### src/rtl/imem_dmem_arbiter.sv
// -----------------------------------------------------------------------------
// imem_dmem_arbiter
//
// Shares one single-ported unified memory between the fetch stage
// (instruction port) and the memory stage (data port) of a 5-stage core.
// Each memory transaction is a req/ack handshake bounded by a wait-state
// timeout. Data requests normally win arbitration, but a fetch that has
// watched STARVE_LIMIT consecutive data grants is forced through next.
//
// Ports:
//   clk, reset          clock; synchronous active-low reset
//   if_req/if_addr      fetch request and PC (held until if_valid)
//   if_rdata/if_valid   fetched word (registered) and its one-cycle pulse
//   if_stall            fetch stall to the hazard unit (combinational)
//   d_req/d_we/d_addr/d_wdata/d_be
//                       data request and payload (held until d_valid)
//   d_rdata/d_valid     load data (registered) and its one-cycle pulse
//   d_stall             data stall to the hazard unit (combinational)
//   mem_req/mem_we/mem_addr/mem_wdata/mem_be
//                       registered memory request, stable for a transaction
//   mem_rdata/mem_ack   memory read data and completion
//   err                 one-cycle pulse when a transaction times out
// -----------------------------------------------------------------------------
module imem_dmem_arbiter #(
    parameter int STARVE_LIMIT = 4,
    parameter int TIMEOUT      = 16
) (
    input  logic        clk,
    input  logic        reset,
    input  logic        if_req,
    input  logic [31:0] if_addr,
    output logic [31:0] if_rdata,
    output logic        if_valid,
    output logic        if_stall,
    input  logic        d_req,
    input  logic        d_we,
    input  logic [31:0] d_addr,
    input  logic [31:0] d_wdata,
    input  logic [3:0]  d_be,
    output logic [31:0] d_rdata,
    output logic        d_valid,
    output logic        d_stall,
    output logic        mem_req,
    output logic        mem_we,
    output logic [31:0] mem_addr,
    output logic [31:0] mem_wdata,
    output logic [3:0]  mem_be,
    input  logic [31:0] mem_rdata,
    input  logic        mem_ack,
    output logic        err
);

    typedef enum logic [1:0] {
        IDLE  = 2'd0,
        GNT_I = 2'd1,
        GNT_D = 2'd2
    } state_t;

    localparam logic [3:0]  STARVE_MAX  = 4'(STARVE_LIMIT);
    localparam logic [7:0]  WAIT_LAST   = 8'(TIMEOUT - 1);
    localparam logic [31:0] NOP_INSN    = 32'h0000_0013;

    state_t      state_r;
    logic [3:0]  starve_cnt_r;
    logic [7:0]  wait_cnt_r;
    logic        data_wins_s;
    logic        timed_out_s;

    // Data wins unless the waiting fetch has already been passed over too often.
    assign data_wins_s = d_req & ~(if_req & (starve_cnt_r == STARVE_MAX));
    // Abort on the last allowed wait cycle if the memory still has not answered.
    assign timed_out_s = ~mem_ack & (wait_cnt_r == WAIT_LAST);

    // Stalls reach the hazard unit in the same cycle, so they stay combinational.
    assign if_stall = if_req & ~if_valid;
    assign d_stall  = d_req  & ~d_valid;

    // Arbitration FSM with all memory-side and port-side outputs registered.
    always_ff @(posedge clk) begin
        if (!reset) begin
            state_r      <= IDLE;
            starve_cnt_r <= 4'd0;
            wait_cnt_r   <= 8'd0;
            mem_req      <= 1'b0;
            mem_we       <= 1'b0;
            mem_addr     <= 32'd0;
            mem_wdata    <= 32'd0;
            mem_be       <= 4'd0;
            if_rdata     <= 32'd0;
            if_valid     <= 1'b0;
            d_rdata      <= 32'd0;
            d_valid      <= 1'b0;
            err          <= 1'b0;
        end else begin
            // Pulses last exactly one cycle unless re-asserted below.
            if_valid <= 1'b0;
            d_valid  <= 1'b0;
            err      <= 1'b0;
            case (state_r)
                IDLE: begin
                    wait_cnt_r <= 8'd0;
                    if (data_wins_s) begin
                        state_r   <= GNT_D;
                        mem_req   <= 1'b1;
                        mem_we    <= d_we;
                        mem_addr  <= d_addr;
                        mem_wdata <= d_wdata;
                        mem_be    <= d_we ? d_be : 4'hF;
                        // Only a fetch actually left waiting counts toward starvation.
                        if (if_req) begin
                            if (starve_cnt_r != STARVE_MAX) begin
                                starve_cnt_r <= starve_cnt_r + 4'd1;
                            end else begin
                                starve_cnt_r <= starve_cnt_r;
                            end
                        end else begin
                            starve_cnt_r <= 4'd0;
                        end
                    end else if (if_req) begin
                        state_r      <= GNT_I;
                        mem_req      <= 1'b1;
                        mem_we       <= 1'b0;
                        mem_addr     <= if_addr;
                        mem_wdata    <= 32'd0;
                        mem_be       <= 4'hF;
                        starve_cnt_r <= 4'd0;
                    end else begin
                        state_r      <= IDLE;
                        starve_cnt_r <= 4'd0;
                    end
                end
                GNT_I: begin
                    if (mem_ack || timed_out_s) begin
                        state_r    <= IDLE;
                        mem_req    <= 1'b0;
                        wait_cnt_r <= 8'd0;
                        // A flushed fetch still lands in if_rdata, but is not announced.
                        if_valid   <= if_req;
                        err        <= timed_out_s;
                        if_rdata   <= mem_ack ? mem_rdata : NOP_INSN;
                    end else begin
                        wait_cnt_r <= wait_cnt_r + 8'd1;
                    end
                end
                GNT_D: begin
                    if (mem_ack || timed_out_s) begin
                        state_r    <= IDLE;
                        mem_req    <= 1'b0;
                        wait_cnt_r <= 8'd0;
                        d_valid    <= d_req;
                        err        <= timed_out_s;
                        // A completed store returns nothing; an aborted access reads as zero.
                        if (timed_out_s) begin
                            d_rdata <= 32'd0;
                        end else if (!mem_we) begin
                            d_rdata <= mem_rdata;
                        end else begin
                            d_rdata <= d_rdata;
                        end
                    end else begin
                        wait_cnt_r <= wait_cnt_r + 8'd1;
                    end
                end
                default: begin
                    state_r <= IDLE;
                    mem_req <= 1'b0;
                end
            endcase
        end
    end

endmodule

### config.mk
export PLATFORM = sky130hd
export DESIGN_NAME = imem_dmem_arbiter
export DESIGN_NICKNAME = d
export VERILOG_FILES = /design/src/rtl/imem_dmem_arbiter.sv
export SDC_FILE = /design/constraint.sdc
export NUM_CORES = 1
export LEC_CHECK = 0
export BUFFER_PORTS_ARGS = -buffer_cell sky130_fd_sc_hd__clkbuf_2
export CORE_MARGIN = 5
export CORE_UTILIZATION = 31
export CTS_CLUSTER_SIZE = 28
export DETAILED_ROUTE_END_ITERATION = 12
export GPL_ROUTABILITY_DRIVEN = 0
export MAX_ROUTING_LAYER = met4
export SLEW_MARGIN = 20
export SYNTH_ARGS = -nofsm -noshare
export SYNTH_HDL_FRONTEND = slang
export SYNTH_SLANG_ARGS = --single-unit
### constraint.sdc
create_clock -name clk -period 2.6 [get_ports clk]
set_input_delay 0.26 -clock clk [delete_from_list [all_inputs] [get_ports clk]]
set_output_delay 0.26 -clock clk [all_outputs]
set_load 0.005 [all_outputs]
# Word level (Yosys, flattened, before mapping)
# Cells that the tools add are included.
dict set report word_totals {
  reg_bits 151
  elab_cells 71
}
dict set report classes {
  reduce_logical 13
  n_addsub 2
  n_bitwise 9
  muxes 25
  eq_ne 9
}
# operator n
set ops {}
lappend ops {{$mux W32} 7}
lappend ops {{$mux W4} 6}
lappend ops {{$pmux W8 S2} 1}
lappend ops {{$reduce_and A3 Y1} 4}
lappend ops {{$add A8 B1 Y8 const B} 1}
lappend ops {{$eq A8 B4 Y1 const B} 1}
lappend ops {{$mux W8} 1}
lappend ops {{$reduce_and A2 Y1} 4}
lappend ops {{$mux W1} 6}
lappend ops {{$and A1 B1 Y1} 5}
lappend ops {{$add A4 B1 Y4 const B} 1}
lappend ops {{$eq A4 B3 Y1 const B} 1}
lappend ops {{$mux W2} 2}
lappend ops {{$ne A2 B1 Y1 const B} 2}
lappend ops {{$ne A4 B3 Y1 const B} 1}
lappend ops {{$not A1 Y1} 4}
lappend ops {{$pmux W2 S2} 1}
lappend ops {{$reduce_bool A2 Y1} 2}
lappend ops {{$ne A3 B2 Y1 const B} 1}
lappend ops {{$ne A3 B3 Y1 const B} 1}
lappend ops {{$eq A2 B1 Y1 const B} 1}
lappend ops {{$eq A2 B2 Y1 const B} 1}
lappend ops {{$logic_not A2 Y1} 1}
lappend ops {{$pmux W1 S2} 1}
lappend ops {{2 further kinds} 2}

# Depth between registers and ports, before layout
# Gate-level depths: netlist of run 1.
dict set report depth {
  depth_word 6
  depth_mapped 9
  mapped_depth_nobuf 5
}

# Worst setup path before layout of run 1
# No wires, ideal clock.
dict set report synth_path {
  path_kind {flip-flop to flip-flop}
  start {register wait_cnt_r[0]}
  end {register d_rdata[10]}
  stages_incl_launch_ff 6
  t_arrival_ns 1.670
  slack_ns 0.808
  synth_period_minus_slack_ns 1.792
  cell_sequence {dfxtp_1 -> ha_1 -> or4b_4 -> o311ai_4 -> buf_6 -> o21ai_2}
}
dict set report synth_between {
  elab_chain_cells 4
  word_cells_on_any_way 6
  classes_between {eq/ne: 2; mux: 1; bitwise: 1; reduce/logical: 2}
}
# element line_no
set synth_lines {}
lappend synth_lines {{start: declaration} 65} ;# logic [7:0] wait_cnt_r;
lappend synth_lines {{start signal: assignment} 142} ;# wait_cnt_r <= wait_cnt_r + 8'd1;
lappend synth_lines {{start signal: assignment} 161} ;# wait_cnt_r <= wait_cnt_r + 8'd1;
lappend synth_lines {{$eq A8 B4 Y1 (*)} 72} ;# assign timed_out_s = ~mem_ack & (wait_cnt_r == WAIT_LAST);
lappend synth_lines {{$and A1 B1 Y1 (*)} 72}
lappend synth_lines {{$ne A2 B1 Y1 (no source line) or $logic_or A1 B1 Y1 (tied branches)} n/a}
lappend synth_lines {{$reduce_and A3 Y1 (no source line)} n/a}
lappend synth_lines {{end signal: assignment} 156} ;# d_rdata <= mem_rdata;
lappend synth_lines {{end signal: assignment} 158} ;# d_rdata <= d_rdata;
lappend synth_lines {{end: declaration} 40} ;# output logic [31:0] d_rdata,
# Every way passes the cells marked *; elsewhere a longest branch is shown, timed or not.
# A chain may end at the register's enable or synchronous reset.

# Worst setup path after layout of run 1
dict set report layout_path {
  start {register wait_cnt_r[0]}
  end {register d_rdata[20]}
}
# The elaborated chain is that of the path after synthesis.

==> flow_summary_export.csv, run 1 <==
group,metric,value,unit
worst_setup_path,cp_top_family,"simple AND/OR/NAND/NOR gates",
cells_and_area,fillCellCount,2108,
synthesis,synth_top_area_share,0.466,
route,routed_wl,21900,um
route,drc,0,
run_status,status,"finished clean",
synthesis,synthTopCellsByArea,"dfxtp_1 47%, a211oi_1 8.1%, a21oi_1 5.2%, o21ai_0 4.6%, nand2_1 3.9%",
global_route,track_usage,0.181,
timing,finalCriticalPeriod,2090,ps
min_path,hp-class,"input pin to register",
cts,cts.sinks,151,
die,io_pins,277,
global_route,antenna_found_initial,0,
synthesis,yosysUniqueCellTypes,52,
global_route,grt_overflow,0,
place,dpl.hpwl,14900,um
cells_and_area,multi_input_area,2990,um^2
timing,setup_viol,0,
job,drv_cap,0,
cts,tritoncts,"yes",
route,vias,6637,
synthesis,syn-cell-area,6490,um^2
cts,numCtsBuffers,17,
timing,postLayoutSetupSlackWorst,508,ps
worst_setup_path,crit_slowest_cell,"or4b_4",
worst_setup_path,crit_type,"register to register",
worst_setup_path,crit_buf_inv,1,
cts,clockBufferDepth,2,
die,die_h,155,um
worst_setup_path,crit_chain,"ha_1 -> or4b_4 -> o311ai_4 -> buf_4 -> o21ai_0",
cts,cts.clk_slew.worst_paths,60,ps
power_and_ir_drop,powerDensity,676,nW/um^2
power_and_ir_drop,p_leak,0.00348,uW
synthesis,yosysWarningCount,0,
global_route,grt_max_degree,75,
synthesis,synth_top_cell_by_area,"dfxtp_1",
cells_and_area,fin_area,8630,um^2
cts,htree_levels,4,
worst_setup_path,cpPeakStageDelay,530,ps
route,wire_per_inst,17.2,um
global_route,grt_pass1_vias,6476,
route,firstDrtPassIters,6,
route,ant_nets,0,
place,io_buffers,276,
timing,tns,0,ps
cells_and_area,mostFrequentLayoutCell,"clkbuf_2",
cells_and_area,syn_to_final_growth,33.1,%
route,routed_via_density,5.21,
worst_setup_path,crit_required,2890,ps
die,fp.coreArea,20800,um^2
timing,clock-skew-final,11.0,ps
worst_setup_path,critPathMaxFanout,32,
timing,hold_viol_final,0,
worst_setup_path,crit_arrival,2380,ps
timing,period_share,0.804,
timing,grt_setup_unrepaired,"no",
worst_setup_path,cp-start-kind,"register",
synthesis,async_flop_share,0,
timing,worst_pin_slew,842,ps
cells_and_area,num_antenna_cells,0,
cts,ctsResizeCount,0,
route,dr.first_iter.drc_count,460,
cts,cts_root_buffer,"clkbuf_16",
global_route,grt_pass1_wl,34200,um
timing,final_max_slew_viol_count,0,
power_and_ir_drop,peakVddDrop,0.000453,V
synthesis,syn-instance-count,750,
die,core.rowCount,53,
timing,fmax,478,MHz
synthesis,synth_edf_count,0,
cells_and_area,final_cell_mix,"276 x clkbuf_2, 151 x dfxtp_1, 70 x a211oi_1",
synthesis,ys_ff_latch,151,
cts,worstSkewPairLatency,420,ps
place,placed_area,8060,um^2
cells_and_area,regArea,3020,um^2
synthesis,synthFlopType,"dfxtp_1",
die,start_util,0.312,
cells_and_area,layout-drive-gt1-share,0.347,
timing,slew_headroom,0.437,
cts,cts_setup_buffers,0,
place,dp_slack,505,ps
synthesis,avgSynthCellArea,8.65,um^2
cells_and_area,nets,1131,
synthesis,synth_seq_area_share,0.466,
die,die_area,23900,um^2
worst_setup_path,end_kind,"register",
die,die_w,155,um
cts,ctsHoldBuffers,0,
synthesis,synth_nets,895,
==> logic make-up after synthesis <==
logic type,after synthesis,share of synthesized area
flops,151,0.466
xor+xnor,4,0.00540
buf+inv,118,0.0760
mux,3,0.00463
compound gates,290,0.299
simple gates,177,0.135
fa+ha+maj,7,0.0135
==> path summary, 6_finish.rpt <==
path | start | to | slack (ps) | cells after the start
max | wait_cnt_r[0]$_SDFFE_PN0P_ | d_rdata[20]$_SDFFE_PN0P_ | 510 | 5
min | d_wdata[29] | mem_wdata[29]$_SDFFE_PN0P_ | 100 | 3
max reg2reg | wait_cnt_r[0]$_SDFFE_PN0P_ | d_rdata[20]$_SDFFE_PN0P_ | 510 | 5
min reg2reg | mem_wdata[29]$_SDFFE_PN0P_ | mem_wdata[29]$_SDFFE_PN0P_ | 450 | 2
==> cell type report <==
cell class | instances | share of cell area
clock buffer | 20 | 0.0529
clock inverter | 12 | 0.0138
inverter | 40 | 0.0174
multi-input combinational | 481 | 0.346
sequential | 151 | 0.350
tap | 275 | 0.0399
timing repair buffer | 295 | 0.179
==> layer usage <==
| layer | vias to the layer above | global-route usage | wire length (um) |
|---|---|---|---|
| li1 | 3239 | - | - |
| met1 | 3141 | 0.227 | 9840 |
| met2 | 235 | 0.288 | 10200 |
| met3 | 22 | 0.0534 | 1570 |
| met4 | 0 | 0.0425 | 290 |
| met5 | - | - | 0 |
==> synth_stat cells, drive strengths merged (2+ instances only) <==
| cell type | instances |
|---|---|
| a221oi | 3 |
| nand4 | 36 |
| clkbuf | 58 |
| or3 | 3 |
| nor3 | 3 |
| a22oi | 32 |
| a211oi | 70 |
| xor2 | 3 |
| nand2 | 68 |
| a311oi | 29 |
| inv | 40 |
| ha | 7 |
| nor2 | 38 |
| nor2b | 4 |
| o21a | 5 |
| nand4b | 3 |
| a21oi | 67 |
| and4 | 2 |
| o21ai | 73 |
| mux2i | 3 |
| buf | 20 |
| and3b | 2 |
| o221a | 3 |
| nand3b | 3 |
| nand2b | 2 |
| nand3 | 3 |
| dfxtp | 151 |
| and2 | 2 |
==> state kept, by name (all words and copies together), names as in the netlist <==
signal	cells
if_rdata	32
err	1
mem_addr	32
d_rdata	32
mem_we	1
mem_wdata	32
mem_be	4
state_r	2
starve_cnt_r	4
d_valid	1
mem_req	1
wait_cnt_r	8
if_valid	1
==> through the flow <==
step | instances | power, uW | hold slack, ps | util
global route | 1274 | 6100 | 96.3 | 0.414
detailed placement | 1242 | 3470 | 444 | 0.387
CTS | 1274 | 5910 | 81.7 | 0.414
floorplan | 750 | 3040 | 406 | -
global placement | 1242 | 3460 | 438 | 0.387
finish | 1274 | 5830 | 99.8 | 0.414
==> where the power goes <==
part / internal [uW] / switching [uW] / total, uW
Clock: 1380 / 1040 / 2420
Combinational: 349 / 497 / 846
Sequential: 2470 / 94.1 / 2560
==> worst register-to-register path, stage by stage, from the launching register on <==
cell	delay [ps]
dfxtp_1	380
ha_1	230
or4b_4	530
o311ai_4	270
buf_4	400
o21ai_0	170
(Power assumes the default switching activity.)
==> run 2: changes to the inputs <==
==> constraint.sdc (replaced) <==
create_clock -name clk -period 2.2 [get_ports clk]
set_input_delay 0.22 -clock clk [delete_from_list [all_inputs] [get_ports clk]]
set_output_delay 0.22 -clock clk [all_outputs]
set_load 0.005 [all_outputs]
==> run 2 against run 1 <==
Core utilization rose by 0.52 points. Sequential share of layout area fell by 0.44 points. Total power rose by 23%. Non-clock buffer count rose by 1. Setup slack got worse by 230 ps. Maximum frequency rose by 8.8%. Global-route usage rose by 0.052 points. Die area did not move. Clock power rose by 29%. Via count fell by 1.7%. Largest cell class unchanged.
==> flow_summary_export.csv, run 2 (same netlist as run 1, synthesis figures left out) <==
group,metric,value,unit
power_and_ir_drop,powerDensity,819,nW/um^2
timing,hold_viol_final,0,
place,dp_slack,287,ps
power_and_ir_drop,p_total,7160,uW
power_and_ir_drop,peakVddDrop,0.000506,V
cells_and_area,fillCellCount,2090,
timing,final_max_slew_viol_count,0,
die,fp.coreArea,20800,um^2
cts,tritoncts,"yes",
global_route,track_usage,0.181,
cells_and_area,final_core_util,0.420,
timing,worst_pin_slew,663,ps
cts,htree_levels,4,
die,die_h,155,um
timing,postLayoutSetupSlackWorst,277,ps
die,io_pins,277,
place,io_buffers,276,
die,start_util,0.312,
die,die_w,155,um
cells_and_area,multi_input_area,2990,um^2
min_path,hp-class,"input pin to register",
route,drc,0,
die,die_area,23900,um^2
route,routed_via_density,5.11,
job,drv_cap,0,
route,firstDrtPassIters,4,
timing,clock-skew-final,9.60,ps
global_route,grt_overflow,0,
cells_and_area,num_antenna_cells,0,
cts,cts.sinks,151,
cts,cts_setup_buffers,0,
timing,finalCriticalPeriod,1920,ps
cts,clockBufferDepth,2,
cells_and_area,final_cell_mix,"276 x clkbuf_2, 151 x dfxtp_1, 70 x a211oi_1",
power_and_ir_drop,p_leak,0.00355,uW
worst_setup_path,cp-start-kind,"register",
timing,period_share,0.874,
timing,slew_headroom,0.556,
die,core.rowCount,53,
cts,numCtsBuffers,17,
route,wire_per_inst,17.0,um
worst_setup_path,critPathMaxFanout,32,
cts,cts_root_buffer,"clkbuf_16",
global_route,antenna_found_initial,0,
global_route,grt_max_degree,49,
worst_setup_path,end_kind,"register",
cts,ctsHoldBuffers,0,
global_route,grt_pass1_vias,6380,
timing,grt_setup_unrepaired,"no",
route,routed_wl,21700,um
cells_and_area,nets,1132,
global_route,grt_pass1_wl,34200,um
timing,tns,0,ps
worst_setup_path,crit_type,"register to register",
cells_and_area,instances_no_fill,1275,
worst_setup_path,crit_buf_inv,1,
cells_and_area,layout-drive-gt1-share,0.349,
worst_setup_path,crit_slowest_cell,"or4b_4",
route,dr.first_iter.drc_count,519,
route,ant_nets,0,
cts,ctsResizeCount,0,
route,vias,6521,
worst_setup_path,crit_arrival,2220,ps
place,dpl.hpwl,14800,um
timing,fmax,520,MHz
cells_and_area,syn_to_final_growth,34.7,%
worst_setup_path,crit_required,2500,ps
cells_and_area,regArea,3020,um^2
worst_setup_path,crit_chain,"ha_1 -> or4b_4 -> o311ai_4 -> buf_12 -> o21ai_0",
cells_and_area,mostFrequentLayoutCell,"clkbuf_2",
run_status,status,"finished clean",
worst_setup_path,cp_top_family,"simple AND/OR/NAND/NOR gates",
worst_setup_path,cpPeakStageDelay,520,ps
place,dp.cells,1243,
timing,setup_viol,0,
cts,cts.clk_slew.worst_paths,70,ps
cts,worstSkewPairLatency,420,ps
## run 2: report_power, final
part | total (uW) | switching (uW) | internal [uW]
combinational | 1010 | 586 | 424
sequential | 3030 | 110 | 2920
clock | 3120 | 1270 | 1850
total | 7160 | 1970 | 5190
## run 2: metal layers
layer / global-route usage / up-vias / wire length (um) / share of wire
met2: 0.281 / 230 / 9990 / 0.46
li1: - / 3237 / - / -
met3: 0.0487 / 22 / 1470 / 0.067
met4: 0.0488 / 0 / 290 / 0.013
met5: - / - / 0 / 0
met1: 0.235 / 3032 / 9970 / 0.46
## run 2: cell type report
type | count | share of cell area
Sequential cell | 151 | 0.346
Multi-Input combinational cell | 481 | 0.342
Timing Repair Buffer | 296 | 0.184
Clock buffer | 18 | 0.0503
Tap cell | 275 | 0.0394
Clock inverter | 14 | 0.0215
Inverter | 40 | 0.0172
## run 2: tightest hold or removal path, cell delays in order
cell and delay, ps:
clkbuf_2 80, nand4_1 80, a21oi_1 60
## run 2: path summary, 6_finish.rpt
kind         slack [ps]                       start  cells after the start                          to
min                  60                  d_wdata[9]                      3   mem_wdata[9]$_SDFFE_PN0P_
max                 280  wait_cnt_r[0]$_SDFFE_PN0P_                      5    d_rdata[14]$_SDFFE_PN0P_
min reg2reg         450  mem_wdata[24]$_SDFFE_PN0P_                      2  mem_wdata[24]$_SDFFE_PN0P_
max reg2reg         280  wait_cnt_r[0]$_SDFFE_PN0P_                      5    d_rdata[14]$_SDFFE_PN0P_
## run 2: through the flow
| stage | hold WS [ps] | area, um^2 |
|---|---|---|
| finish | 60.3 | 8740 |
| global route | 49.9 | 8740 |
| global placement | 437 | 8110 |
| CTS | 35.9 | 8740 |
| detailed placement | 444 | 8110 |
| floorplan | 366 | 6490 |
==> run 3: changes to the inputs <==
--- a/config.mk
+++ b/config.mk
@@ -12,6 +12,7 @@
 export DETAILED_ROUTE_END_ITERATION = 12
 export GPL_ROUTABILITY_DRIVEN = 0
 export MAX_ROUTING_LAYER = met4
+export REMOVE_ABC_BUFFERS = 1
 export SLEW_MARGIN = 20
 export SYNTH_ARGS = -nofsm -noshare
 export SYNTH_HDL_FRONTEND = slang
==> run 3 against run 2 <==
First-iteration DRC count fell by 33%. Clock power shrank 5%. Critical path depth unchanged. Maximum frequency increased by 0.56%. Non-clock buffer count rose by 4. Routed wire length grew 3.4%. Highest routed layer unchanged. Critical endpoint is now d_rdata[24]$_SDFFE_PN0P_. Die area unchanged. Worst hold slack gained 1.2 ps. Count of clock-buffer cells in the layout rose by 7. Flip-flop and latch count stayed put. Global-route usage increased by 0.46 points.
==> flow_summary_export.csv, run 3 (same netlist as run 1, synthesis figures left out) <==
group,metric,value,unit
run_status,status,"finished clean",
worst_setup_path,reg2reg_setup_slack,290,ps
die,start_util,0.312,
worst_setup_path,reg2regPathDepth,5,
cts,cts.clk_slew.worst_paths,60,ps
worst_setup_path,end_kind,"register",
route,wire_per_inst,17.5,um
place,io_buffers,276,
power_and_ir_drop,p_leak,0.00356,uW
worst_setup_path,crit_chain,"ha_1 -> or4b_4 -> o311ai_4 -> buf_12 -> o21ai_0",
worst_setup_path,crit_slowest_cell,"or4b_4",
worst_setup_path,crit_type,"register to register",
timing,setup_viol,0,
worst_setup_path,crit_required,2490,ps
die,die_area,23900,um^2
timing,slew_headroom,0.525,
global_route,antenna_found_initial,1,
cts,cts_setup_buffers,0,
cts,numCtsBuffers,17,
place,dpl.hpwl,15800,um
timing,hold_viol_final,0,
job,drv_cap,0,
cts,cts_root_buffer,"clkbuf_16",
route,routed_wl,22500,um
worst_setup_path,cpPeakStageDelay,530,ps
place,dp_slack,293,ps
worst_setup_path,r2r_end,"d_rdata[24]$_SDFFE_PN0P_",
global_route,grt_pass1_vias,6316,
power_and_ir_drop,power_frac_comb,0.147,
timing,grt_setup_unrepaired,"no",
route,ant_nets,0,
die,io_pins,277,
timing,finalCriticalPeriod,1910,ps
cts,ctsResizeCount,0,
cts,ctsHoldBuffers,0,
route,drc,0,
timing,period_share,0.869,
worst_setup_path,critPathMaxFanout,32,
die,core.rowCount,53,
cells_and_area,regArea,3020,um^2
cts,worstSkewPairLatency,420,ps
route,firstDrtPassIters,4,
power_and_ir_drop,pwr-share-seq,0.432,
route,dr.first_iter.drc_count,350,
cts,clockBufferDepth,2,
cells_and_area,final_core_util,0.420,
timing,hold_ws,61.5,ps
timing,fmax,523,MHz
cts,tritoncts,"yes",
place,placed_area,8150,um^2
route,routed_via_density,5.14,
power_and_ir_drop,intPower,5170,uW
cts,cts.sinks,151,
power_and_ir_drop,peakVddDrop,0.000467,V
worst_setup_path,crit_end,"d_rdata[24]$_SDFFE_PN0P_",
power_and_ir_drop,p_total,7010,uW
global_route,track_usage,0.186,
min_path,whs_path_depth,3,
min_path,hp-class,"input pin to register",
power_and_ir_drop,netSwitchingFraction,0.263,
die,die_w,155,um
global_route,grt_overflow,0,
worst_setup_path,crit_arrival,2210,ps
worst_setup_path,crit_start,"wait_cnt_r[0]$_SDFFE_PN0P_",
cells_and_area,multi_input_area,2990,um^2
cells_and_area,fillCellCount,2122,
timing,postLayoutSetupSlackWorst,288,ps
timing,final_max_slew_viol_count,0,
cts,htree_levels,4,
timing,clock-skew-final,10.6,ps
cells_and_area,syn_to_final_growth,34.8,%
cells_and_area,mostFrequentLayoutCell,"clkbuf_2",
power_and_ir_drop,powerDensity,801,nW/um^2
global_route,grt_max_degree,63,
route,vias,6584,
cells_and_area,layout-drive-gt1-share,0.350,
cells_and_area,nets,1136,
die,die_h,155,um
worst_setup_path,r2r-start,"wait_cnt_r[0]$_SDFFE_PN0P_",
power_and_ir_drop,p_switching,1840,uW
power_and_ir_drop,clkPwrFrac,0.421,
worst_setup_path,cp-start-kind,"register",
timing,worst_pin_slew,713,ps
cells_and_area,fin_area,8740,um^2
die,fp.coreArea,20800,um^2
global_route,grt_pass1_wl,34900,um
cells_and_area,final_cell_mix,"276 x clkbuf_2, 151 x dfxtp_1, 70 x a211oi_1",
run 3: layout make-up:
type | instances | share of cell area
flip-flops and latches | 151 | 0.346
repair buffers | 300 | 0.187
inverters | 40 | 0.0172
clock buffers | 25 | 0.0578
clock inverters | 7 | 0.0104
well taps | 275 | 0.0393
multi-input cells | 481 | 0.342
diodes | 1 | 0.000286
run 3: power by group through the flow:
stage | combinational [uW] | clock, uW | sequential [uW]
2_1_floorplan | 453 | 0 | 3090
3_3_place_gp | 1030 | 0 | 3080
3_5_place_dp | 1040 | 0 | 3080
4_1_cts | 1040 | 3020 | 3020
5_1_grt | 1140 | 3160 | 3050
6_report | 1030 | 2950 | 3030
run 3: worst min path at each step:
| stage | from | to |
|---|---|---|
| after CTS | d_wdata[5] | mem_wdata[5]$_SDFFE_PN0P_ |
| after global routing | d_wdata[5] | mem_wdata[5]$_SDFFE_PN0P_ |
| after global placement | mem_wdata[9]$_SDFFE_PN0P_ | mem_wdata[9]$_SDFFE_PN0P_ |
| after detailed placement | mem_wdata[27]$_SDFFE_PN0P_ | mem_wdata[27]$_SDFFE_PN0P_ |
| after floorplan | reset | starve_cnt_r[0]$_SDFFE_PN0P_ |
| final | d_wdata[19] | mem_wdata[19]$_SDFFE_PN0P_ |
run 3: through the flow:
| step | TNS, ps | std cells |
|---|---|---|
| floorplan | -282540 | 672 |
| finish | 0 | 1280 |
| detailed placement | 0 | 1247 |
| global placement | 0 | 1247 |
| global route | 0 | 1280 |
| CTS | 0 | 1279 |
run 3: worst max-delay path, delay by kind of cell, from the launching register on:
| kind | cells | cell delay [ps] |
|---|---|---|
| simple gates | 1 | 530 |
| buf+inv | 1 | 240 |
| flops | 1 | 370 |
| fa+ha+maj | 1 | 230 |
| compound gates | 2 | 410 |
run 3: per-layer routing:
metal	up-vias	GRT usage	part of all wire
met3	37	0.0333	0.037
met2	163	0.299	0.50
met1	3136	0.235	0.44
met5	-	-	0
met4	0	0.0681	0.027
li1	3248	-	-
